--- src/rtl/reg_file_rw_sb.sv ---
// Register file with NRD combinational read ports, one protected write port,
// same-cycle write-to-read bypass and per-register pending (scoreboard) bits.
module reg_file_rw_sb #(
  parameter int DATA_W  = 16,
  parameter int ADDR_W  = 3,
  parameter int NRD     = 2,
  parameter int BYPASS  = 1,
  parameter int R0_ZERO = 0
) (
  input  logic                  clk,
  input  logic                  rst,
  input  logic                  wr_en,
  input  logic                  skip,
  input  logic                  dirty,
  input  logic [ADDR_W-1:0]     wreg,
  input  logic [DATA_W-1:0]     wd,
  input  logic                  rsv_en,
  input  logic [ADDR_W-1:0]     rsv_reg,
  input  logic                  flush,
  input  logic [NRD*ADDR_W-1:0] rreg,
  input  logic [NRD-1:0]        rvalid,
  output logic [NRD*DATA_W-1:0] rd,
  output logic [NRD-1:0]        rbusy,
  output logic                  stall
);

  localparam int NREGS = 2 ** ADDR_W;
  localparam bit BYP   = (BYPASS != 0);
  localparam bit R0Z   = (R0_ZERO != 0);

  logic [DATA_W-1:0] regs [NREGS];
  logic [NREGS-1:0]  pend;
  logic [NREGS-1:0]  pend_next;
  logic              we;

  assign we = wr_en & ~skip & ~dirty & ~(R0Z & (wreg == '0));

  always_ff @(posedge clk or posedge rst) begin
    if (rst) begin
      for (int unsigned i = 0; i < NREGS; i++) regs[i] <= '0;
    end else if (we) begin
      regs[wreg] <= wd;
    end
  end

  // Write clears before reserve sets, so a same-cycle reserve of the
  // written register leaves it pending for the new producer.
  always_comb begin
    pend_next = pend;
    if (flush) begin
      pend_next = '0;
    end else begin
      if (we)     pend_next[wreg]    = 1'b0;
      if (rsv_en) pend_next[rsv_reg] = 1'b1;
    end
    if (R0Z) pend_next[0] = 1'b0;
  end

  always_ff @(posedge clk or posedge rst) begin
    if (rst) pend <= '0;
    else     pend <= pend_next;
  end

  always_comb begin
    rd    = '0;
    rbusy = '0;
    for (int unsigned i = 0; i < NRD; i++) begin
      logic [ADDR_W-1:0] addr;
      logic              hit;
      addr = rreg[i*ADDR_W +: ADDR_W];
      hit  = BYP & we & (wreg == addr);
      if (R0Z && addr == '0) begin
        rd[i*DATA_W +: DATA_W] = '0;
        rbusy[i]               = 1'b0;
      end else begin
        rd[i*DATA_W +: DATA_W] = hit ? wd : regs[addr];
        rbusy[i]               = pend[addr] & ~hit;
      end
    end
  end

  assign stall = |(rvalid & rbusy);

endmodule
--- config.mk ---
export PLATFORM = sky130hd
export DESIGN_NAME = reg_file_rw_sb
export DESIGN_NICKNAME = d
export VERILOG_FILES = /design/src/rtl/reg_file_rw_sb.sv
export SDC_FILE = /design/constraint.sdc
export NUM_CORES = 1
export LEC_CHECK = 0
export CAP_MARGIN = 20
export CORE_ASPECT_RATIO = 1.5
export CORE_UTILIZATION = 40
export CTS_CLUSTER_DIAMETER = 100
export DETAILED_ROUTE_END_ITERATION = 8
export PLACE_DENSITY = 0.65
export SYNTH_ARGS = -nofsm -noshare
export SYNTH_HDL_FRONTEND = slang
export SYNTH_SLANG_ARGS = --single-unit
--- constraint.sdc ---
create_clock -name clk -period 5.1 [get_ports clk]
set_clock_uncertainty 0.1 [all_clocks]
set_input_delay 1.275 -clock clk [delete_from_list [all_inputs] [get_ports clk]]
set_output_delay 1.275 -clock clk [all_outputs]
set_load 0.005 [all_outputs]
== Word-level counts from Yosys, hierarchy flattened ==
Index checks and enable logic that the tools add are counted.

* Input bits: 37
* Register bits: 136
* Word-level logic and storage cells: 65
* Output and inout port bits: 35

* Bitwise operators: 17
* Reduce and logical (&&, ||, !) cells: 4
* Order comparisons: 10
* Eq/ne operators: 2
* Mux-type cells: 23

{| class="wikitable"
|+ Operators with widths
! kind !! count
|-
| bitwise mux 128 bit || 1
|-
| 2-to-1 mux 16 bit || 7
|-
| binary-select mux 16 bit (select 3 bit) || 2
|-
| demux 16 bit (select 3 bit) || 1
|-
| 2-to-1 mux 8 bit || 4
|-
| less-than comparator 3 x 4 -> 1 bit, second input constant || 4
|-
| >= comparator 4 bit, second input constant || 3
|-
| NOT 3 -> 4 bit || 3
|-
| bitwise AND 8 bit || 1
|-
| NOT 8 bit || 1
|-
| OR 8 bit || 1
|-
| bitwise AND 1 bit || 6
|-
| binary-select mux 1 bit (select 3 bit) || 2
|-
| demux 1 bit (select 3 bit) || 2
|-
| equality test 3 bit || 2
|-
| >= comparator 3 x 1 -> 1 bit, second input constant || 2
|-
| less-than comparator 4 x 1 -> 1 bit, second input constant || 1
|-
| 2-to-1 mux 1 bit || 4
|-
| NOT 1 bit || 4
|-
| logical AND 1 bit || 3
|-
| bitwise AND 2 bit || 1
|-
| OR reduction 2 bit || 1
|}

== Logic depth before layout (Yosys ltp) ==
Gate-level depths: netlist of the first run.

* Depth after elaboration: 11
* Mapped depth: 6

== Least setup slack after synthesis of the first run ==
No wires, ideal clock.

* Path kind: input to output
* Start point: in rreg[0]
* End point: out rd[2]
* Path buffers: 2
* Slack: 1.255 ns
* Required time: 3.725 ns
* Cell stages on the path: 5
* Arrival time: 2.470 ns
* Path through: buf_2 buf_4 mux4_2 mux2i_1 a21oi_1

* Word-level cells in the longest chain between the ends: 5
* Elaborated cells on any way between the ends: 7
* Those cells by class: 1 x eq/ne; 4 x mux; 2 x bitwise

{| class="wikitable"
|+ RTL lines
! item !! RTL line !! text
|-
| start: declaration || 20 || <nowiki>input logic [NRD*ADDR_W-1:0] rreg,</nowiki>
|-
| NOT 3 -> 4 bit (implied by the code) || 76 || <nowiki>rd[i*DATA_W +: DATA_W] = hit ? wd : regs[addr];</nowiki>
|-
| binary-select mux 16 bit (select 3 bit) || 76 ||
|-
| 2-to-1 mux 16 bit (implied by the code) (2 in series) || 76 ||
|-
| 2-to-1 mux 16 bit (*) || 76 ||
|-
| end: declaration || 22 || <nowiki>output logic [NRD*DATA_W-1:0] rd,</nowiki>
|}

Every way passes the cells marked *; elsewhere a longest branch is shown, timed or not. The select of a mux whose other input is x is not followed.

== Worst setup path after layout of the first run ==
* Start point: in wr_en
* End point: out rd[8]

* Word-level cells in the longest chain between the ends: 4

{| class="wikitable"
|+ RTL lines
! item !! RTL line !! text
|-
| start: declaration || 12 || <nowiki>input logic wr_en,</nowiki>
|-
| bitwise AND 1 bit (2 in series) || 36 || <nowiki>assign we = wr_en & ~skip & ~dirty & ~(R0Z & (wreg == '0));</nowiki>
|-
| bitwise AND 1 bit || 71 || <nowiki>hit = BYP & we & (wreg == addr);</nowiki>
|-
| 2-to-1 mux 16 bit || 76 ||
|}

Every way passes these cells.

==> flow_metrics.py, run 1 <==
metrics = {
    "pwr": {
        "p_leak_uw": 0.00399,
        "peakVddDrop_uv": 197,
        "power_density_mw_per_mm2": 376,
    },
    "drt": {
        "routedWlPerCell_um": 21.6,
        "ant_nets": 0,
        "drt_iter0_drc": 311,
        "num_vias": 5084,
        "drc": 0,
        "drt_wl_total_um": 19300,
        "firstDrtPassIters": 5,
        "via_per_inst": 5.69,
    },
    "sta": {
        "worst_pin_slew_ns": 1.08,
        "clock.fmax_mhz": 210,
        "maxSlewViolCount": 0,
        "layout_worst_path_cycle_share_pct": 93.5,
        "fin_tns_setup_ns": 0,
        "setup_violations": 0,
        "relSlewSlack_pct": 28.0,
        "fin_crit_ns": 4.77,
        "rsz0062_at_grt": "false",
        "hold_violations": 0,
    },
    "synthesis": {
        "synthAdderAreaFrac_pct": 0,
        "synth_top_family_by_area": "multiplexers",
        "synth_cells": 578,
        "yosysSeqAreaShare_pct": 44.5,
        "synth-compound-area-share_pct": 3.22,
        "synth.area.mux_share_pct": 40.6,
        "synthSimpleGateAreaFrac_pct": 7.27,
        "yosysWarnings": 0,
        "synth-xor-area-share_pct": 0.688,
        "synthTopCellsByArea": "dfrtp_1 45%, mux4_2 19%, mux2_2 17%",
        "syn_area_mm2": 0.00764,
        "yosysUniqueCellTypes": 29,
        "ys_seq_elements": 136,
        "synth_fp_nets": 615,
        "synth.avg_cell_area_um2": 13.2,
        "synth.largest_area_cell": "dfrtp_1",
        "synth_top_area_share_pct": 44.5,
    },
    "die": {
        "core-area_mm2": 0.0186,
        "pin_count": 72,
        "die_h_um": 171,
        "die_w_um": 115,
        "fp-row-count": 61,
        "die_area_mm2": 0.0197,
        "start_util_pct": 41.0,
    },
    "global_route": {
        "grt_overflow_total": 0,
        "antenna_found_initial": 0,
        "grt_pass1_vias": 5422,
        "grt_max_degree": 67,
        "grt_first_pass_wirelength_um": 30200,
        "track_usage_pct": 21.0,
    },
    "placement": {
        "port_buffers": 71,
        "hpwl_um": 12300,
        "finalWeightedCongestion": 0.807,
        "place_area_mm2": 0.00856,
    },
    "worst_setup_path": {
        "critPathMaxFanout": 22,
        "end_kind": "output pin",
        "critPathMaxStageDelay_ns": 0.55,
        "critPathTopFamily": "buffers and inverters",
        "crit_arrival_ns": 3.39,
        "cp_num_buf_inv": 3,
        "slowest_stage": "clkdlybuf4s50_1",
        "crit_required_ns": 3.72,
        "crit_top_cell": "clkdlybuf4s50_1",
        "cp_cell_sequence": "clkdlybuf4s50_1 > nor3b_1 > nand4_1 > buf_4 > a21oi_1 > clkdlybuf4s50_1",
        "start_kind": "input port",
        "crit_type": "in2out",
    },
    "layout": {
        "layout_common_cells": "136 x dfrtp_1, 112 x mux2_2, 68 x clkdlybuf4s50_1",
        "drive_above_1_share_pct": 36.5,
        "postLayoutCoreUtil_pct": 49.1,
        "final_common_cell": "dfrtp_1",
        "multiInputGateArea_mm2": 0.00396,
        "nets": 665,
        "seq_area_mm2": 0.00340,
        "finalInstanceArea_mm2": 0.00914,
        "n_antenna_cell": 0,
        "nFillCells": 1669,
        "area_delta_synth_final_pct": 19.6,
    },
    "clock_network": {
        "postCtsSetupRepairBufs": 0,
        "clock_latency_ns": 0.41,
        "tritoncts": "built",
        "ctsResizeCount": 0,
        "clk_pin_slew_ns": 0.05,
        "cts_inserted_buffers": 17,
        "cts-htree-levels": 4,
        "cts_max_path_buffers": 2,
        "clock-sinks": 136,
        "root_buffer": "clkbuf_16",
        "postCtsHoldBufs": 0,
    },
    "job": {
        "maxCapViolCount": 0,
    },
    "outcome": {
        "outcome": "complete, no violations",
    },
    "worst_hold_path": {
        "hold_path.class": "reg2reg",
    },
}
## report_power, final
group / leakage [uW] / switching, uW / total [uW] / internal, uW
combinational: 0.00196 / 281 / 799 / 518
sequential: 0.00175 / 151 / 1430 / 1280
clock: 0.000275 / 459 / 1200 / 744
total: 0.00399 / 891 / 3430 / 2540
## path summary, 6_finish.rpt
check                         start        to  depth (start not counted)  slack (ns)
min reg2reg                regs[31]  regs[31]                          2        0.40
max in group asynchronous       rst   pend[5]                          3        2.94
min                        regs[31]  regs[31]                          2        0.40
max                           wr_en     rd[8]                          6        0.33
min in group asynchronous       rst   regs[6]                          2        1.16
max reg2reg                regs[39]  regs[39]                          1        4.20
## layout make-up
cell class | count | share of cell area (%)
multi-input cells | 385 | 43.3
inverters | 1 | 0.0684
clock inverters | 11 | 1.34
flip-flops and latches | 136 | 37.2
clock buffers | 21 | 5.04
well taps | 252 | 3.45
repair buffers | 87 | 9.61
## synthesized netlist by cell type
| cell type | n |
|---|---|
| nor3b_1 | 1 |
| nand2_1 | 48 |
| mux4_2 | 64 |
| clkbuf_2 | 1 |
| nand3b_1 | 2 |
| buf_1 | 2 |
| nor4b_4 | 1 |
| nand2_2 | 6 |
| and4_1 | 2 |
| buf_2 | 9 |
| nand2b_1 | 1 |
| a22o_1 | 1 |
| nand3_1 | 3 |
| dfrtp_1 | 136 |
| nor2b_1 | 7 |
| xnor2_1 | 6 |
| buf_6 | 1 |
| nor2_1 | 43 |
| and4bb_4 | 1 |
| a21oi_1 | 33 |
| mux2_2 | 112 |
| buf_4 | 13 |
| mux2i_1 | 40 |
| clkbuf_1 | 30 |
| a32oi_1 | 4 |
| inv_1 | 1 |
| nand4_1 | 3 |
| and3_1 | 2 |
| a22oi_1 | 5 |
## flip-flops by register name (all words and copies together) (netlist names)
register	cells
pend	8
regs	128
## layer usage
layer  wire length (um)  track usage (%)  vias up
met4                395             8.19        0
met5                  0                0        -
met2              10800             38.2      137
met3                620             3.42       37
met1               7520             24.4     2671
li1                   -                -     2239
## tightest hold or removal path, cell delays in order, from the launching register on
cell and delay (ns):
dfrtp_1 0.35, nand2_1 0.05, nand2_1 0.06
## per-stage QoR
| step | hold WS, ns | instances | total power, uW | worst slack (ns) |
|---|---|---|---|---|
| finish | 0.397 | 893 | 3430 | 0.333 |
| global placement | 0.374 | 861 | 2210 | 0.399 |
| CTS | 0.398 | 893 | 3450 | 0.342 |
| global route | 0.430 | 893 | 3590 | 0.239 |
| detailed placement | 0.384 | 861 | 2250 | 0.349 |
| floorplan | 0.357 | 578 | 1930 | 0.0855 |
## cells by family (layout without fill, tap and decap cells)
| family | count (synthesis) | in the layout |
|---|---|---|
| compound gates | 43 | 43 |
| flops | 136 | 136 |
| buf+inv | 57 | 120 |
| mux | 216 | 216 |
| simple gates | 120 | 120 |
| xor+xnor | 6 | 6 |
No activity file was read; power rests on OpenSTA's default activity.
==> inputs of run 2 (changes only) <==
--- a/config.mk
+++ b/config.mk
@@ -5,12 +5,13 @@
 export SDC_FILE = /design/constraint.sdc
 export NUM_CORES = 1
 export LEC_CHECK = 0
+export ABC_CLOCK_PERIOD_IN_PS = 5050
 export CAP_MARGIN = 20
 export CORE_ASPECT_RATIO = 1.5
 export CORE_UTILIZATION = 40
 export CTS_CLUSTER_DIAMETER = 100
 export DETAILED_ROUTE_END_ITERATION = 8
-export PLACE_DENSITY = 0.65
+export PLACE_DENSITY = 0.63
 export SYNTH_ARGS = -nofsm -noshare
 export SYNTH_HDL_FRONTEND = slang
 export SYNTH_SLANG_ARGS = --single-unit
==> constraint.sdc (replaced) <==
create_clock -name clk -period 5.05 [get_ports clk]
set_clock_uncertainty 0.1 [all_clocks]
set_input_delay 1.2625 -clock clk [delete_from_list [all_inputs] [get_ports clk]]
set_output_delay 1.2625 -clock clk [all_outputs]
set_load 0.005 [all_outputs]
==> flow_metrics.py, run 2 (synthesis results as in run 1) <==
metrics = {
    "outcome": {
        "outcome": "complete, no violations",
    },
    "sta": {
        "fin_tns_setup_ns": 0,
        "setup_slack_ns": 0.287,
        "rsz0062_at_grt": "false",
        "setup_violations": 0,
        "clock.fmax_mhz": 210,
        "worst_pin_slew_ns": 0.963,
        "maxSlewViolCount": 0,
        "holdWs_ns": 0.404,
        "relSlewSlack_pct": 35.8,
        "layout_worst_path_cycle_share_pct": 94.3,
        "fin_crit_ns": 4.76,
        "hold_violations": 0,
    },
    "global_route": {
        "grt_pass1_vias": 5505,
        "busiest_layer": "met2",
        "grt_util_met3_pct": 3.10,
        "met1_usage_pct": 24.4,
        "grt_max_degree": 107,
        "track_usage_pct": 21.4,
        "grt_first_pass_wirelength_um": 30800,
        "grt_use_met2_pct": 39.8,
        "antenna_found_initial": 0,
        "grt_overflow_total": 0,
    },
    "layout": {
        "seq_area_mm2": 0.00340,
        "area_delta_synth_final_pct": 19.8,
        "largest_reg_flops": 128,
        "top_register": "regs",
        "multiInputGateArea_mm2": 0.00396,
        "final_common_cell": "dfrtp_1",
        "drive_above_1_share_pct": 37.1,
        "nets": 666,
        "nFillCells": 1643,
        "biggestRegsByFlops": "regs: 128 flops, pend: 8 flops",
        "layout_common_cells": "136 x dfrtp_1, 112 x mux2_2, 67 x clkdlybuf4s50_1",
        "n_antenna_cell": 0,
    },
    "pwr": {
        "seqPwrFrac_pct": 42.3,
        "power_density_mw_per_mm2": 372,
        "combPwrFrac_pct": 23.8,
        "peakVddDrop_uv": 244,
        "clock_power_share_pct": 33.8,
        "p_int_uw": 2470,
        "switching_share_pct": 27.5,
        "p_leak_uw": 0.00399,
        "power_switching_uw": 938,
    },
    "worst_hold_path": {
        "hold_path.class": "reg2reg",
    },
    "worst_setup_path": {
        "crit_required_ns": 3.69,
        "end_kind": "output pin",
        "crit_type": "in2out",
        "start_kind": "input port",
        "crit_arrival_ns": 3.40,
        "critPathMaxFanout": 10,
    },
    "drt": {
        "firstDrtPassIters": 5,
        "drt_iter0_drc": 257,
        "ant_nets": 0,
        "via_per_inst": 5.60,
        "drt_wl_total_um": 19600,
        "routedWlPerCell_um": 21.9,
        "num_vias": 5005,
        "drc": 0,
    },
    "placement": {
        "dp_slack_ns": 0.300,
        "finalWeightedCongestion": 0.810,
        "port_buffers": 71,
        "hpwl_um": 12800,
    },
    "die": {
        "fp-row-count": 61,
        "core-area_mm2": 0.0186,
        "die_w_um": 115,
        "pin_count": 72,
        "start_util_pct": 41.0,
        "die_h_um": 171,
        "die_area_mm2": 0.0197,
    },
    "clock_network": {
        "clock-sinks": 136,
        "cts_inserted_buffers": 17,
        "tritoncts": "built",
        "clock_latency_ns": 0.42,
        "clk_pin_slew_ns": 0.06,
        "postCtsSetupRepairBufs": 0,
        "root_buffer": "clkbuf_16",
        "postCtsHoldBufs": 0,
        "cts_max_path_buffers": 2,
        "cts-htree-levels": 4,
        "ctsResizeCount": 0,
    },
    "job": {
        "maxCapViolCount": 0,
    },
}
[run 2: cell count changes in the layout (fill, tap and decap cells not counted)]
cell,change
clkdlybuf4s50_1,-1
buf_12,+3
inv_6,+4
bufinv_16,-2
clkinv_4,+1
inv_8,+1
clkbuf_8,-1
buf_4,-2
clkbuf_1,-2
clkinvlp_4,+1
buf_2,+1
clkinv_2,-2
[run 2: path summary, 6_finish.rpt]
kind	slack (ns)	to	startpoint	cells past startpoint
min in group asynchronous	1.09	regs[54]	rst	2
max in group asynchronous	2.82	regs[82]	rst	3
hold reg to reg	0.40	regs[18]	regs[18]	2
setup reg to reg	4.14	regs[114]	regs[114]	1
hold / removal	0.40	regs[18]	regs[18]	2
setup / recovery	0.29	rd[0]	skip	6
[run 2: per-layer routing]
metal	share of wire (%)	up-vias	wire length [um]
met5	0	-	0
met1	38	2627	7520
met4	1.8	0	352
li1	-	2253	-
met3	2.8	18	559
met2	57	107	11200
[run 2: final cells by class]
| type | instances | area share (%) |
|---|---|---|
| Multi-Input combinational cell | 385 | 43.2 |
| Tap cell | 252 | 3.44 |
| Clock buffer | 18 | 4.80 |
| Timing Repair Buffer | 88 | 10.0 |
| Inverter | 1 | 0.0683 |
| Sequential cell | 136 | 37.2 |
| Clock inverter | 14 | 1.26 |
[run 2: power by group through the flow]
stage / Clock, uW / Combinational [uW] / Sequential, uW
after floorplan: 0 / 551 / 1400
after global placement: 0 / 796 / 1440
after detailed placement: 0 / 818 / 1460
after CTS: 1180 / 822 / 1440
after global routing: 1230 / 875 / 1470
final: 1150 / 812 / 1440
[run 2: per-stage QoR]
step | power (uW) | area [um^2] | std cells | util, %
floorplan | 1950 | 7640 | 578 | -
global route | 3570 | 9160 | 894 | 49.2
global placement | 2230 | 8600 | 862 | 46.2
finish | 3410 | 9160 | 894 | 49.2
detailed placement | 2280 | 8600 | 862 | 46.2
CTS | 3440 | 9160 | 894 | 49.2
[run 2: critical path, stage by stage]
cell and delay [ns]:
clkdlybuf4s50_1 0.49, nor3b_1 0.32, nand4_1 0.33, buf_4 0.30, a21oi_1 0.16, clkdlybuf4s50_1 0.52
==> inputs of run 3 (changes only) <==
--- a/config.mk
+++ b/config.mk
@@ -15,3 +15,4 @@
 export SYNTH_ARGS = -nofsm -noshare
 export SYNTH_HDL_FRONTEND = slang
 export SYNTH_SLANG_ARGS = --single-unit
+export TNS_END_PERCENT = 50
==> results of run 3 <==
No change in the layout: final DEF, timing and power equal those of run 2.
